==> src/rtl/chrono_pkg.sv <==
// Shared state encoding, default timing parameters and widths for the chrono lap controller.
package chrono_pkg;

  localparam int unsigned DEBOUNCE_CYCLES_DEF = 500000;
  localparam int unsigned TICK_PERIOD_DEF     = 500000;
  localparam int unsigned TICK_W              = 30;

  typedef enum logic [1:0] {
    ST_IDLE    = 2'd0,
    ST_RUNNING = 2'd1,
    ST_LAP     = 2'd2,
    ST_PAUSED  = 2'd3
  } state_e;

endpackage

==> src/rtl/button_debouncer.sv <==
// Two-flop synchronizer, stability counter and single-cycle press event for one raw button.
module button_debouncer
  import chrono_pkg::*;
#(
  parameter int unsigned DEBOUNCE_CYCLES = DEBOUNCE_CYCLES_DEF
) (
  input  logic clk,
  input  logic rst_n,
  input  logic btn_raw,
  output logic press_evt
);

  localparam int unsigned CNT_W = $clog2(DEBOUNCE_CYCLES + 1);

  logic             sync1_q, sync1_d;
  logic             sync2_q, sync2_d;
  logic             vld1_q, vld1_d;
  logic             vld2_q, vld2_d;
  logic             armed_q, armed_d;
  logic             stable_q, stable_d;
  logic [CNT_W-1:0] cnt_q, cnt_d;
  logic             press_q, press_d;

  // A press is only reported once the synchronized level has been seen low
  // after reset, so a button held through reset release stays silent.
  always_comb begin
    sync1_d  = btn_raw;
    sync2_d  = sync1_q;
    vld1_d   = 1'b1;
    vld2_d   = vld1_q;
    armed_d  = armed_q | (vld2_q & ~sync2_q);
    stable_d = stable_q;
    cnt_d    = cnt_q;
    press_d  = 1'b0;
    if (sync2_q == stable_q) begin
      cnt_d = '0;
    end else if (cnt_q == CNT_W'(DEBOUNCE_CYCLES - 1)) begin
      stable_d = sync2_q;
      cnt_d    = '0;
      press_d  = sync2_q & armed_q;
    end else begin
      cnt_d = cnt_q + CNT_W'(1);
    end
  end

  always_ff @(posedge clk or negedge rst_n) begin
    if (!rst_n) begin
      sync1_q  <= 1'b0;
      sync2_q  <= 1'b0;
      vld1_q   <= 1'b0;
      vld2_q   <= 1'b0;
      armed_q  <= 1'b0;
      stable_q <= 1'b0;
      cnt_q    <= '0;
      press_q  <= 1'b0;
    end else begin
      sync1_q  <= sync1_d;
      sync2_q  <= sync2_d;
      vld1_q   <= vld1_d;
      vld2_q   <= vld2_d;
      armed_q  <= armed_d;
      stable_q <= stable_d;
      cnt_q    <= cnt_d;
      press_q  <= press_d;
    end
  end

  assign press_evt = press_q;

endmodule

==> src/rtl/chrono_lap_controller.sv <==
// Stopwatch control: debounced buttons drive an IDLE/RUNNING/LAP/PAUSED FSM and a tick generator.
module chrono_lap_controller
  import chrono_pkg::*;
#(
  parameter int unsigned DEBOUNCE_CYCLES = DEBOUNCE_CYCLES_DEF,
  parameter int unsigned TICK_PERIOD     = TICK_PERIOD_DEF
) (
  input  logic qzt_clk,
  input  logic reset,
  input  logic btn_start_stop,
  input  logic btn_lap,
  input  logic btn_clear,
  output logic tick_out,
  output logic counter_clear,
  output logic lap_capture,
  output logic display_freeze,
  output logic running
);

  logic start_evt, lap_evt, clear_evt;

  button_debouncer #(.DEBOUNCE_CYCLES(DEBOUNCE_CYCLES)) u_db_start (
    .clk(qzt_clk), .rst_n(reset), .btn_raw(btn_start_stop), .press_evt(start_evt)
  );
  button_debouncer #(.DEBOUNCE_CYCLES(DEBOUNCE_CYCLES)) u_db_lap (
    .clk(qzt_clk), .rst_n(reset), .btn_raw(btn_lap), .press_evt(lap_evt)
  );
  button_debouncer #(.DEBOUNCE_CYCLES(DEBOUNCE_CYCLES)) u_db_clear (
    .clk(qzt_clk), .rst_n(reset), .btn_raw(btn_clear), .press_evt(clear_evt)
  );

  state_e            state_q, state_d;
  logic [TICK_W-1:0] tick_cnt_q, tick_cnt_d;
  logic              tick_q, tick_d;
  logic              clear_q, clear_d;
  logic              lap_q, lap_d;
  logic              freeze_q, freeze_d;
  logic              running_q, running_d;

  // Event priority is clear > start > lap; an event a state ignores does not block lower ones.
  always_comb begin
    state_d = state_q;
    clear_d = 1'b0;
    lap_d   = 1'b0;
    unique case (state_q)
      ST_IDLE: begin
        if (clear_evt)      clear_d = 1'b1;
        else if (start_evt) state_d = ST_RUNNING;
      end
      ST_RUNNING: begin
        if (start_evt) state_d = ST_PAUSED;
        else if (lap_evt) begin
          state_d = ST_LAP;
          lap_d   = 1'b1;
        end
      end
      ST_LAP: begin
        if (clear_evt)      state_d = ST_RUNNING;
        else if (start_evt) state_d = ST_PAUSED;
        else if (lap_evt)   lap_d   = 1'b1;
      end
      ST_PAUSED: begin
        if (clear_evt) begin
          state_d = ST_IDLE;
          clear_d = 1'b1;
        end else if (start_evt) state_d = ST_RUNNING;
      end
      default: state_d = ST_IDLE;
    endcase

    running_d = (state_d == ST_RUNNING) || (state_d == ST_LAP);
    freeze_d  = (state_d == ST_LAP);
  end

  // Tick phase advances only while counting, holds while paused, and is zeroed in IDLE.
  always_comb begin
    tick_cnt_d = tick_cnt_q;
    tick_d     = 1'b0;
    if ((state_q == ST_RUNNING) || (state_q == ST_LAP)) begin
      if (tick_cnt_q == TICK_W'(TICK_PERIOD - 1)) begin
        tick_cnt_d = '0;
        tick_d     = 1'b1;
      end else begin
        tick_cnt_d = tick_cnt_q + TICK_W'(1);
      end
    end
    if (state_d == ST_IDLE) tick_cnt_d = '0;
  end

  always_ff @(posedge qzt_clk or negedge reset) begin
    if (!reset) begin
      state_q    <= ST_IDLE;
      tick_cnt_q <= '0;
      tick_q     <= 1'b0;
      clear_q    <= 1'b0;
      lap_q      <= 1'b0;
      freeze_q   <= 1'b0;
      running_q  <= 1'b0;
    end else begin
      state_q    <= state_d;
      tick_cnt_q <= tick_cnt_d;
      tick_q     <= tick_d;
      clear_q    <= clear_d;
      lap_q      <= lap_d;
      freeze_q   <= freeze_d;
      running_q  <= running_d;
    end
  end

  assign tick_out       = tick_q;
  assign counter_clear  = clear_q;
  assign lap_capture    = lap_q;
  assign display_freeze = freeze_q;
  assign running        = running_q;

endmodule

==> config.mk <==
export PLATFORM = sky130hd
export DESIGN_NAME = chrono_lap_controller
export DESIGN_NICKNAME = d
export VERILOG_FILES = /design/src/rtl/chrono_pkg.sv /design/src/rtl/button_debouncer.sv /design/src/rtl/chrono_lap_controller.sv
export SDC_FILE = /design/constraint.sdc
export NUM_CORES = 1
export LEC_CHECK = 0
export CAP_MARGIN = 20
export CORE_UTILIZATION = 62
export CTS_BUF_LIST = sky130_fd_sc_hd__clkbuf_16
export DETAILED_ROUTE_END_ITERATION = 16
export HOLD_SLACK_MARGIN = 0.1
export PLACE_DENSITY_LB_ADDON = 0.08
export SETUP_SLACK_MARGIN = 0.4
export SKIP_LAST_GASP = 1
export SLEW_MARGIN = 20
export SYNTH_ARGS = -nofsm -noshare
export SYNTH_HDL_FRONTEND = slang
export SYNTH_SLANG_ARGS = --single-unit
==> constraint.sdc <==
create_clock -name qzt_clk -period 3.4 [get_ports qzt_clk]
set_input_delay 0.34 -clock qzt_clk [delete_from_list [all_inputs] [get_ports qzt_clk]]
set_output_delay 0.34 -clock qzt_clk [all_outputs]
set_load 0.05 [all_outputs]
==> results of run 1 <==
## cells in the final DEF, fill, tap and decap left out, types with 3 or more instances in the layout
| cell type | netlist | routed |
|---|---|---|
| dfrtp_1 | 111 | 110 |
| nor2_1 | 64 | 64 |
| nand2_1 | 38 | 38 |
| a21oi_1 | 33 | 33 |
| nand3_1 | 28 | 28 |
| xnor2_1 | 27 | 27 |
| nand4_1 | 24 | 24 |
| xor2_1 | 24 | 24 |
| nor4_1 | 23 | 23 |
| o31ai_1 | 20 | 20 |
| or4_1 | 20 | 20 |
| inv_1 | 17 | 19 |
| o21ai_0 | 16 | 15 |
| or3_1 | 15 | 15 |
| and4_1 | 12 | 12 |
| nor3_1 | 10 | 10 |
| clkbuf_16 | 0 | 9 |
| clkdlybuf4s50_1 | 0 | 8 |
| ha_1 | 10 | 7 |
| buf_4 | 0 | 7 |
| and2_1 | 6 | 6 |
| or2_2 | 4 | 4 |
| nand2b_1 | 3 | 3 |
| or4b_1 | 3 | 3 |
| a21o_1 | 3 | 3 |
| ha_2 | 0 | 3 |
## cells by family (layout without fill, tap and decap cells)
logic type	count (synthesis)	count (layout)	synth area share, %
AO/OA/AOI/OAI	85	85	10.0
other	1	1	0.0676
buffers and inverters	33	50	2.39
adder cells (fa/ha/maj)	10	10	2.26
multiplexers	4	4	0.767
flip-flops	111	111	50.1
XOR/XNOR	51	51	8.06
AND/OR/NAND/NOR	266	266	26.4
## layer usage
layer  routed length (um)  part of all wire, %  global-route usage [%]
met2                 5260                   50                    41.8
met3                  247                  2.4                    5.32
met4                  161                  1.5                    7.48
met5                    0                    0                       0
met1                 4790                   46                    30.8
## power by group through the flow
stage                     clock network (mW)  registers, mW  logic [mW]
after detailed placement                   0           1.37      0.0675
after CTS                               1.00           1.35      0.0686
final                                  0.971           1.35      0.0651
after global placement                     0           1.37      0.0653
after floorplan                            0           1.37      0.0275
after global routing                    1.06           1.35      0.0753
## worst max-delay path, delay by kind of cell, from the launching register on
family / cells / cell delay (ns)
compound gates: 3 / 0.58
fa+ha+maj: 2 / 0.49
buf+inv: 1 / 0.16
simple gates: 4 / 1.14
flops: 1 / 0.45
## registers in the layout (all words and copies together), names as in the netlist, 2 cells and up
name / cells
state_q: 2
tick_cnt_q: 30
u_db_clear.cnt_q: 19
u_db_lap.cnt_q: 19
u_db_start.cnt_q: 19
## what timing repair did
| item | in CTS | in global routing |
|---|---|---|
| buffers inserted | 0 | 3 |
| setup endpoints to repair | 9 | 7 |
| pin swaps | 1 | 2 |
| hold endpoints to repair | 50 | 0 |
| resized for setup | 5 | 3 |
| hold buffers | 1 | 0 |
## through the flow
| stage | area, um2 | total power [mW] | cells | setup slack [ns] | util [%] |
|---|---|---|---|---|---|
| finish | 6070 | 2.38 | 686 | 0.508 | 69.9 |
| global placement | 5740 | 1.44 | 666 | 0.522 | 66.2 |
| CTS | 6040 | 2.42 | 683 | 0.428 | 69.6 |
| floorplan | 5550 | 1.40 | 561 | 0.654 | - |
| global route | 6070 | 2.48 | 686 | 0.391 | 69.9 |
| detailed placement | 5740 | 1.44 | 666 | 0.309 | 66.2 |
## cell type report
cell class,instances,area (um2),area share (%)
clock inverter,7,48.8,0.804
timing repair buffer,17,163,2.68
multi-input combinational,417,2650,43.7
tap,108,135,2.23
inverter,17,63.8,1.05
sequential,111,2780,45.8
clock buffer,9,225,3.71
## worst paths after layout
kind	startpoint	to	slack [ns]	depth (start not counted)
setup / recovery	state_q[0]	tick_cnt_q[26]	0.51	10
hold / removal	u_db_start.sync1_q	u_db_start.sync2_q	0.35	0
setup reg to reg	state_q[0]	tick_cnt_q[26]	0.51	10
hold reg to reg	u_db_start.sync1_q	u_db_start.sync2_q	0.35	0
max in group asynchronous	reset	state_q[0]	2.11	3
min in group asynchronous	reset	tick_cnt_q[22]	0.56	2
==> flow_summary.toml, run 1 <==
[clocking]
clkLatencyLatePin_ns = 0.34
cts_sinks = 111
clk_transition_reported_paths_ns = 0.07
numCtsBuffers = 9
cts_htree_levels = 3
cts_max_path_buffers = 2
cts_root_buf = "clkbuf_16"
cts_tree = "built"

[route]
drt_iter0_drc = 183
postRouteAntennaNets = 0
drcViolationCount = 0
vias = 4220
first_pass_iters = 4
wl_per_cell_um = 15.2
via_per_inst = 6.15
wl_mm = 10.5

[synthesis]
synth_most_common_cell = "dfrtp_1"
synth_ff_type = "dfrtp_1"
syn_inst = 561
ys_top_cells_by_count = "dfrtp_1 (111), nor2_1 (64), nand2_1 (38), a21oi_1 (33), nand3_1 (28)"
synth-seq-cells = 111
synth_cell_type_count = 49
yosysWarnings = 0
seq_area_frac_synth_pct = 50.1
synthTopCellsByArea = "dfrtp_1 (50%), nor2_1 (4.3%), xnor2_1 (4.3%)"
synth_area_per_cell_um2 = 9.88
synthArstFlopShare_pct = 100
yosys.area.top_type_share_pct = 50.1
syn_nets = 576
synth_edf_count = 0
post_synth_instance_area_um2 = 5550
yosysTopAreaCell = "dfrtp_1"

[timing]
timing.final.crit_share_pct = 85.0
holdWs_ns = 0.352
tns_ns = 0
rsz0062_at_grt = "no"
final-setup-viol-count = 0
finClkSkew_ns = 0.00577
fin_crit_ns = 2.89
finalHoldViolCount = 0
tightest_slew_ns = 0.791
timing.fmax_ghz = 0.346
slew_violations = 0
slew_headroom_pct = 47.3

[global_routing]
track_usage_pct = 24.4
grt_pass1_vias = 3930
grt_pass1_wl_mm = 17.5
grt-ovfl-total = 0
antenna_found_initial = 0
grt_max_degree = 62

[place]
hpwl_mm = 7.22
gp_congestion = 0.862
io_buffer_count = 9

[floorplan]
io-pin-count = 10
dieHeight_um = 96.6
start_util_pct = 63.9
dieArea_um2 = 9330
rows = 34
core_area_um2 = 8680
die_w_um = 96.6

[setup_path]
crit_path_top_delay_cell = "or4_1"
cp.required_ns = 3.67
arrival_ns = 3.16
cp-end-kind = "flip-flop"
path_cells = "ha_1, a221oi_1, nor2_1, o32ai_2, ha_2, buf_4, nor2_1, or4_1, or4_1, a21oi_1"
crit_fanout = 10
path_class = "flip-flop to flip-flop"
startpoint_type = "flip-flop"
cp_slowest_stage_delay_ns = 0.52

[run]
cap_viol_max_count = 0

[power]
swShare_pct = 22.3
p_per_area_nw_per_um2 = 393
p_clk_share_pct = 40.8
share_comb_of_total_power_pct = 2.7
p_int_mw = 1.85
vdd_drop_max_mv = 0.272
seqPwrFrac_pct = 56.5
cellLeakagePower_nw = 2.31
switchingPower_mw = 0.530

[run_status]
outcome = "completed"

[final_layout]
syn2layout_area_growth_pct = 9.41
diodes = 0
drive_gt1_share_pct = 6.92
layout.nets = 588
n_fill_cell = 665

[min_path]
holdCritPathClass = "flip-flop to flip-flop"
Note: power is estimated with default switching activity, not from simulation.
==> run 2: changes to the inputs <==
--- a/config.mk
+++ b/config.mk
@@ -10,10 +10,12 @@
 export CTS_BUF_LIST = sky130_fd_sc_hd__clkbuf_16
 export DETAILED_ROUTE_END_ITERATION = 16
 export HOLD_SLACK_MARGIN = 0.1
+export MAX_ROUTING_LAYER = met4
 export PLACE_DENSITY_LB_ADDON = 0.08
 export SETUP_SLACK_MARGIN = 0.4
 export SKIP_LAST_GASP = 1
 export SLEW_MARGIN = 20
 export SYNTH_ARGS = -nofsm -noshare
 export SYNTH_HDL_FRONTEND = slang
+export SYNTH_HIERARCHICAL = 1
 export SYNTH_SLANG_ARGS = --single-unit
==> flow_summary.toml, run 2 <==
[run_status]
outcome = "finished, violations left"
violations = "design-rule violations"

[final_layout]
final_common_cell = "dfrtp_1"
register_area_um2 = 2880
layout.nets = 607
drive_gt1_share_pct = 14.5
final_area_um2 = 6640
layout_common_cells = "dfrtp_1 (114), nor2_1 (78), xnor2_1 (42)"
diodes = 0
final_util_pct = 75.0
largest-register = "tick_cnt_q"
n_fill_cell = 592
largest_reg_flops = 30
syn2layout_area_growth_pct = 15.9
multi_input_area_um2 = 2760

[place]
placed_cell_area_um2 = 5940
gp_congestion = 0.846
io_buffer_count = 9
hpwl_mm = 7.06

[setup_path]
startpoint_type = "flip-flop"
cp-startpoint = "state_q[0]"
r2r_slack_ns = 0.48
reg2reg_to = "tick_cnt_q[21]"
cp_slowest_stage_delay_ns = 0.57
path_cells = "ha_1, a221oi_2, nor2_1, o22ai_2, ha_2, o211ai_1, or4_4, buf_4, or3_1, a21oi_1"
crit_fanout = 8
cp-end-kind = "flip-flop"
endpoint = "tick_cnt_q[21]"
reg2regPathDepth = 10
r2r_start = "state_q[0]"
arrival_ns = 3.24
path_class = "flip-flop to flip-flop"
cp.required_ns = 3.72
crit_path_top_delay_cell = "or4_4"

[synthesis]
synthTopCellsByArea = "dfrtp_1 (50%), xnor2_1 (6.4%), nor2_1 (5.1%)"
syn_nets = 575
seq_area_frac_synth_pct = 50.3
ys_top_cells_by_count = "dfrtp_1 (115), nor2_1 (78), xnor2_1 (42), nand2_1 (32), a21oi_1 (28)"
yosys.area.top_type_share_pct = 50.3
synth_cell_type_count = 57
synth_area_per_cell_um2 = 10.2
synth-seq-cells = 115
synth_ff_type = "dfrtp_1"
syn_inst = 560
post_synth_instance_area_um2 = 5730
synth_edf_count = 0
synth_most_common_cell = "dfrtp_1"
synthArstFlopShare_pct = 100
yosysTopAreaCell = "dfrtp_1"
yosysWarnings = 6

[power]
vdd_drop_max_mv = 0.436
p_per_area_nw_per_um2 = 482
cellLeakagePower_nw = 2.64

[global_routing]
grt_pass1_wl_mm = 19.6
grt-ovfl-total = 0
grt_max_degree = 62
antenna_found_initial = 0
track_usage_pct = 26.1
grt_pass1_vias = 4311

[timing]
timing.fmax_ghz = 0.343
tightest_slew_ns = 0.706
rsz0062_at_grt = "no"
tns_ns = 0
final-setup-viol-count = 0
finalHoldViolCount = 0
fin_crit_ns = 2.92
finClkSkew_ns = 0.00756
timing.final.crit_share_pct = 85.8
slew_headroom_pct = 53.0
slew_violations = 0

[floorplan]
die_w_um = 98.1
dieArea_um2 = 9620
io-pin-count = 10
dieHeight_um = 98.1
start_util_pct = 64.7
rows = 34
core_area_um2 = 8850

[clocking]
numCtsBuffers = 17
clkLatencyLatePin_ns = 0.40
clk_transition_reported_paths_ns = 0.05
cts_root_buf = "clkbuf_16"
cts_max_path_buffers = 2
cts_tree = "built"
cts_htree_levels = 4
cts_sinks = 115

[route]
postRouteAntennaNets = 0
via_per_inst = 6.06
drt_iter0_drc = 209
wl_mm = 11.3
wl_per_cell_um = 15.8
drcViolationCount = 2
vias = 4324
first_pass_iters = 11

[run]
cap_viol_max_count = 0

[min_path]
holdCritPathClass = "flip-flop to flip-flop"
## run 2: cell count changes in the layout (fill, tap and decap cells not counted), sizes merged, moves of 7 or more
cell    before  now
xor2        24   14
clkbuf       9   17
nor2        64   78
xnor2       27   42
nor3        10   21
nand4       24   31
and4        12    4
o31ai       22   15
## run 2: stage by stage
stage,hold slack (ns),power [mW],worst slack [ns],cells
after floorplan,0.0444,1.45,0.524,560
after global placement,0.332,1.49,0.288,671
after detailed placement,0.336,1.49,0.135,671
after CTS,0.350,3.23,0.419,706
after global routing,0.351,3.30,0.334,713
final,0.347,3.20,0.482,713
## run 2: critical path, delay by kind of cell, from the launching register on
kind / cells / cell delay (ns)
fa+ha+maj: 2 / 0.49
flops: 1 / 0.43
buf+inv: 1 / 0.17
simple gates: 3 / 1.04
compound gates: 4 / 0.70
## run 2: worst min-delay path by stage
stage	start	cells past startpoint	slack, ns	endpoint
2_1_floorplan	reset	0	0.04	counter_clear
3_3_place_gp	u_db_lap/vld1_q	0	0.33	u_db_lap/vld2_q
3_5_place_dp	u_db_start/sync1_q	0	0.34	u_db_start/sync2_q
4_1_cts	u_db_clear/sync1_q	0	0.35	u_db_clear/sync2_q
5_1_grt	u_db_clear/sync1_q	0	0.35	u_db_clear/sync2_q
6_report	u_db_clear/sync1_q	0	0.35	u_db_clear/sync2_q
## run 2: power breakdown
group          total [mW]  internal, mW  switching, mW
combinational      0.0677        0.0199         0.0478
sequential           1.40          1.39         0.0179
clock                1.73          1.08          0.643
## run 2: timing repair
| item | CTS | global route |
|---|---|---|
| hold endpoints to repair | 54 | 0 |
| gates cloned | 0 | 0 |
| setup buffers | 2 | 7 |
| setup endpoints to repair | 17 | 14 |
| hold buffers | 1 | 0 |
| pin swaps | 1 | 3 |
| gates resized for setup | 4 | 8 |
## run 2: logic make-up after synthesis
family                   synth area share [%]
AO/OA/AOI/OAI                            9.02
XOR/XNOR                                 8.56
AND/OR/NAND/NOR                          26.6
other                                   0.197
adder cells (fa/ha/maj)                  2.18
flip-flops                               50.3
buffers and inverters                    2.32
multiplexers                            0.896
## run 2: layer usage
layer,up-vias,share of wire [%],GRT usage (%)
met2,88,50,41.8
met3,20,3.3,5.51
met4,0,1.6,9.91
li1,2089,-,-
met1,2127,46,32.9
met5,-,0,-
## run 2: area by class of cell
cell class                 count  area share, %
multi-input combinational    416           41.5
clock inverter                15           2.39
inverter                      19           1.07
clock buffer                  17           6.41
sequential                   115           43.4
timing repair buffer          23           3.19
tap                          108           2.04
